--- src/rtl/sr_excitation_driver_if.sv ---
// Target handshake and completion status between control logic and sr_excitation_driver.
// master = control side offering targets; slave = the driver.
interface sr_excitation_driver_if #(
  parameter int WIDTH = 8
);
  logic             tgt_valid;
  logic [WIDTH-1:0] tgt_data;
  logic             tgt_ready;
  logic             done;
  logic             mismatch;

  modport master (
    output tgt_valid,
    output tgt_data,
    input  tgt_ready,
    input  done,
    input  mismatch
  );

  modport slave (
    input  tgt_valid,
    input  tgt_data,
    output tgt_ready,
    output done,
    output mismatch
  );
endinterface

--- src/rtl/sr_excitation_driver.sv ---
// Purpose: drives S/R pulses into a WIDTH-bit srff bank to reach a target word; SR_DRIVER_RETRY_EN adds one retry on mismatch.
// Latency: accept edge -> done = 2+SETTLE_CYCLES cycles (2*(2+SETTLE_CYCLES) worst case with retry).
// Backpressure: tgt_ready only in IDLE; offers while busy are dropped, not queued.
module sr_excitation_driver #(
  parameter int WIDTH         = 8,
  parameter int SETTLE_CYCLES = 1
) (
  input  logic                 clk,
  input  logic                 rst,
  sr_excitation_driver_if.slave tgt,
  input  logic [WIDTH-1:0]     q_fb,
  output logic [WIDTH-1:0]     s_out,
  output logic [WIDTH-1:0]     r_out
);

  localparam int CW = (SETTLE_CYCLES > 1) ? $clog2(SETTLE_CYCLES) : 1;
  localparam logic [CW-1:0] CNT_LAST = CW'(SETTLE_CYCLES - 1);

  typedef enum logic [1:0] {
    IDLE   = 2'd0,
    DRIVE  = 2'd1,
    SETTLE = 2'd2,
    CHECK  = 2'd3
  } state_t;

  state_t           state;
  logic [WIDTH-1:0] tgt_q;
  logic [CW-1:0]    cnt;
  logic             done_q;
  logic             mismatch_q;
  logic             rb_diff;
`ifdef SR_DRIVER_RETRY_EN
  logic             retried;
`endif

  assign tgt.tgt_ready = (state == IDLE);
  assign tgt.done      = done_q;
  assign tgt.mismatch  = mismatch_q;
  assign rb_diff       = (q_fb != tgt_q);

  always_ff @(posedge clk or negedge rst) begin
    if (!rst) begin
      state      <= IDLE;
      tgt_q      <= '0;
      cnt        <= '0;
      s_out      <= '0;
      r_out      <= '0;
      done_q     <= 1'b0;
      mismatch_q <= 1'b0;
`ifdef SR_DRIVER_RETRY_EN
      retried    <= 1'b0;
`endif
    end else begin
      case (state)
        IDLE: begin
          if (tgt.tgt_valid) begin
            tgt_q <= tgt.tgt_data;
            // Set only bits that must rise, reset only bits that must fall: S&R is never 1.
            s_out <= tgt.tgt_data & ~q_fb;
            r_out <= ~tgt.tgt_data & q_fb;
            state <= DRIVE;
`ifdef SR_DRIVER_RETRY_EN
            retried <= 1'b0;
`endif
          end
        end
        DRIVE: begin
          s_out <= '0;
          r_out <= '0;
          cnt   <= '0;
          state <= SETTLE;
        end
        SETTLE: begin
          if (cnt == CNT_LAST) begin
            state <= CHECK;
`ifdef SR_DRIVER_RETRY_EN
            // A first failing readback stays silent; CHECK then re-drives.
            if (rb_diff && !retried) begin
              done_q     <= 1'b0;
              mismatch_q <= 1'b0;
            end else begin
              done_q     <= 1'b1;
              mismatch_q <= rb_diff;
            end
`else
            done_q     <= 1'b1;
            mismatch_q <= rb_diff;
`endif
          end else begin
            cnt <= cnt + CW'(1);
          end
        end
        CHECK: begin
          done_q     <= 1'b0;
          mismatch_q <= 1'b0;
`ifdef SR_DRIVER_RETRY_EN
          if (!done_q) begin
            s_out   <= tgt_q & ~q_fb;
            r_out   <= ~tgt_q & q_fb;
            retried <= 1'b1;
            state   <= DRIVE;
          end else begin
            state <= IDLE;
          end
`else
          state <= IDLE;
`endif
        end
        default: state <= IDLE;
      endcase
    end
  end

endmodule
--- src/flat_wrapper.sv ---
// flat-port wrapper written by rule: the top's interface ports become plain ports
module sr_excitation_driver_flat 
#(
  parameter int WIDTH         = 8,
  parameter int SETTLE_CYCLES = 1
)
  (clk, rst, q_fb, s_out, r_out, tgt_tgt_valid, tgt_tgt_data, tgt_tgt_ready, tgt_done, tgt_mismatch);
  sr_excitation_driver_if #(.WIDTH(WIDTH)) tgt_i ();
  input  logic clk;
  input  logic rst;
  input  logic [WIDTH-1:0] q_fb;
  output logic [WIDTH-1:0] s_out;
  output logic [WIDTH-1:0] r_out;
  input wire logic [$bits(tgt_i.tgt_valid)-1:0] tgt_tgt_valid;
  input wire logic [$bits(tgt_i.tgt_data)-1:0] tgt_tgt_data;
  output wire logic [$bits(tgt_i.tgt_ready)-1:0] tgt_tgt_ready;
  output wire logic [$bits(tgt_i.done)-1:0] tgt_done;
  output wire logic [$bits(tgt_i.mismatch)-1:0] tgt_mismatch;
  assign tgt_i.tgt_valid = tgt_tgt_valid;
  assign tgt_i.tgt_data = tgt_tgt_data;
  assign tgt_tgt_ready = tgt_i.tgt_ready;
  assign tgt_done = tgt_i.done;
  assign tgt_mismatch = tgt_i.mismatch;
  sr_excitation_driver #(.WIDTH(WIDTH), .SETTLE_CYCLES(SETTLE_CYCLES)) u_core (.clk(clk), .rst(rst), .tgt(tgt_i), .q_fb(q_fb), .s_out(s_out), .r_out(r_out));
endmodule
--- config.mk ---
export PLATFORM = sky130hd
export DESIGN_NAME = sr_excitation_driver_flat
export DESIGN_NICKNAME = d
export VERILOG_FILES = /design/src/rtl/sr_excitation_driver_if.sv /design/src/rtl/sr_excitation_driver.sv /design/src/flat_wrapper.sv
export SDC_FILE = /design/constraint.sdc
export NUM_CORES = 1
export LEC_CHECK = 0
export ABC_CLOCK_PERIOD_IN_PS = 1550
export BUFFER_PORTS_ARGS = -buffer_cell sky130_fd_sc_hd__buf_4
export CORE_UTILIZATION = 51
export DETAILED_ROUTE_END_ITERATION = 10
export HOLD_SLACK_MARGIN = 0.03
export PLACE_DENSITY = 0.77
export SLEW_MARGIN = 20
export SYNTH_ARGS = -nofsm -noshare
export SYNTH_HDL_FRONTEND = slang
export SYNTH_SLANG_ARGS = --single-unit
export TNS_END_PERCENT = 10
--- constraint.sdc ---
create_clock -name clk -period 1.55 [get_ports clk]
set_input_delay 0.465 -clock clk [delete_from_list [all_inputs] [get_ports clk]]
set_output_delay 0.465 -clock clk [all_outputs]
set_load 0.005 [all_outputs]
==> summary.txt <==
Final layout
  – FILL cells: 206
  – Final net count: 210
  – Commonest non-fill, non-tap cell in the layout: buf_4
  – Final instance area: ~1800 µm²
  – Layout area overhead: 28.0%
  – Share of layout cells above drive strength 1: 30.1%
  – Post-route insts no fill: 216
  – # diodes: 0
  – Most frequent cells in the layout: 45 x buf_4, 28 x dfrtp_1, 24 x nand2_1, 17 x inv_1, 14 x a32oi_1

Setup path
  – Slowest CP cell: dfrtp_1
  – CP max stage delay: around 0.42 ns
  – Crit start category: flip-flop
  – Setup crit end: tgt_tgt_ready
  – Delay-heaviest family, CP: flip-flops
  – R2R Setup Slk: approximately 0.10 ns
  – Critical path origin: u_core.state[0]
  – RR Endpoint: u_core.r_out[6]
  – Worst EP arrival: 1.05 ns
  – Setup CP Type: flip-flop to output port
  – CP Capture Type: output port
  – R2R depth: 6
  – CP Buf/Inv Count: 2
  – Worst path cell trace: inv_2, ha_4, buf_6
  – Critical path depth in cells: 3
  – Critical Path RT: ~1.1 ns
  – Crit path max fanout: 2
  – Worst r2r src: u_core.state[1]

Routing
  – Routed WL: roughly 3.0 mm
  – DR iter-0 viols: 26
  – Number of iterations in the first detailed-routing pass: 4
  – Post-DRT Antenna Nets: 0
  – DR WL/cell: 13.8 µm
  – Total number of vias: 1175
  – Via/cell ratio: 5.44
  – DR DRC count: 0

Yosys
  – Seq cells post-synth: 28
  – Yosys top cell area share: 50.9%
  – Register area share after synthesis: 50.9%
  – EDFF count, synth: 0
  – Synth Area per Inst: 9.70 µm²
  – Syn_nets: 165
  – Synth warn: 0
  – Yosys top cell by area: dfrtp_1
  – Ys flop type: dfrtp_1
  – Netlist cell types: 22
  – Post-synth design cell area: 1380 µm²
  – Synth area leaders: dfrtp_1 51%, a32oi_1 8.9%, nand2_1 6.5%
  – Ys async rst share: 100%
  – Cells after Synth: ~140

STA
  – Final Hold Viols: 0
  – Worst Skew: 0.000858 ns
  – RSZ-0062 raised after global routing: yes
  – Least-Margin Pin Slew: 0.474 ns
  – Final slew viol count: 0
  – Final period util: a little over nine tenths
  – Slew margin rel.: 68.4%
  – Setup Viol. Count Final: 0
  – Fmax: 662 MHz
  – Tmin final: 1.51 ns

Global route
  – GRT Resource Usage Total: 22.5%
  – GR Overflow Total: 0
  – Number of global-route vias before repair: ~1100
  – Largest net degree at the start of global routing: 29
  – First-pass GRT wire length: ~4.7 mm
  – Initial antenna violation count: 0

Flow run
  – Max_cap viols: 0

Floorplanning
  – Area of the core: 2520 µm²
  – IO Pins: 38
  – DIE AREA: about 2900 µm²
  – Die Wd: 54.0 µm
  – Die H: 54.0 µm
  – Starting Density: 54.6%
  – Cell Rows: 18

Placement
  – Cell count after placement: 207
  – Buffers on Ports: 37
  – GP Congestion: 0.733
  – DP Wirelength: 2.11 mm
  – Placed Area: 1670 µm²

Clocking
  – CTS Buf Count: 3
  – Max clock buf depth: 2
  – Later-pin clock latency in the skew report: 0.32 ns
  – TritonCTS clock tree: yes
  – H-tree depth: 1
  – Root buf cell: clkbuf_4
  – Clock transition at path regs: 0.15 ns
  – # clock sinks: 28

Outcome
  – Status: complete, no violations

Power and ir drop
  – Static leakage: 0.877 nW
  – Peak supply drop: 0.00126 V
  – Final Power: 3.22 mW
  – Power Density: 1830 nW/µm²

Worst hold path
  – Min-delay worst type: input port to async pin
## sequential cells by signal (all words and copies together) (netlist names)
register	flops
u_core.s_out	8
u_core.state	2
u_core.tgt_q	8
u_core.tgt.done	1
u_core.r_out	8
u_core.tgt.mismatch	1
## synth_stat cells (2+ instances only)
cell type,n
nor2_1,7
o21ai_0,12
inv_1,19
a32oi_1,14
xnor2_1,8
a32o_1,2
o21ai_1,10
dfrtp_1,28
nand2_1,24
ha_1,4
buf_6,3
## layer usage
layer / track usage, % / up-vias / part of all wire [%]
met3: 2.82 / 6 / 5.3
met1: 29.1 / 551 / 46
met5: 0 / - / 0
li1: - / 573 / -
met2: 38.5 / 45 / 47
met4: 8.12 / 0 / 1.7
## stage by stage
stage	hold slack, ns	setup TNS, ns	util, %	worst slack, ns
final	0.0253	0	69.9	0.0399
after global routing	0.0386	-0.0132	69.9	-0.00916
after CTS	0.0339	0	69.1	0.0230
after detailed placement	0.405	0	66.3	0.0251
after global placement	0.404	0	66.3	0.112
after floorplan	0.169	0	-	0.0849
## report_power, final
group / internal [mW] / leakage [nW] / switching, mW
clock: 0.144 / 0.0210 / 0.213
combinational: 0.814 / 0.491 / 0.740
sequential: 1.06 / 0.365 / 0.248
total: 2.02 / 0.877 / 1.20
## timing repair
| action | in CTS | in global routing |
|---|---|---|
| pin swaps | 1 | 1 |
| endpoints found under the setup margin | 1 | 2 |
| cloned | 0 | 0 |
| setup buffers | 3 | 2 |
| resized for setup | 4 | 1 |
| hold buffers | 0 | 0 |
## how the worst min path moves through the flow
stage / from / to / slack [ns] / cells after the start
final: rst / u_core.tgt.done / 0.03 / 1
after global routing: rst / u_core.tgt.done / 0.04 / 1
after CTS: rst / u_core.state[0] / 0.03 / 1
after detailed placement: rst / u_core.tgt.done / 0.40 / 1
after global placement: rst / u_core.tgt.done / 0.40 / 1
after floorplan: rst / u_core.r_out[0] / 0.17 / 0
## logic make-up (layout without fill, tap and decap cells)
family	Yosys count	count (layout)	synth area share, %
adder cells (fa/ha/maj)	4	4	3.63
AND/OR/NAND/NOR	35	35	10.9
flip-flops	28	28	50.9
multiplexers	1	1	0.817
buffers and inverters	25	69	8.81
AO/OA/AOI/OAI	41	41	19.9
XOR/XNOR	8	8	5.09
## area by class of cell
type | instances | area [µm²] | area share (%)
sequential | 28 | 701 | 39.7
multi-input combinational | 89 | 568 | 32.2
timing repair buffer | 46 | 349 | 19.8
inverter | 19 | 71.3 | 4.05
tap | 30 | 37.5 | 2.13
clock buffer | 4 | 36.3 | 2.06
Power figures use the tool's default switching activity.
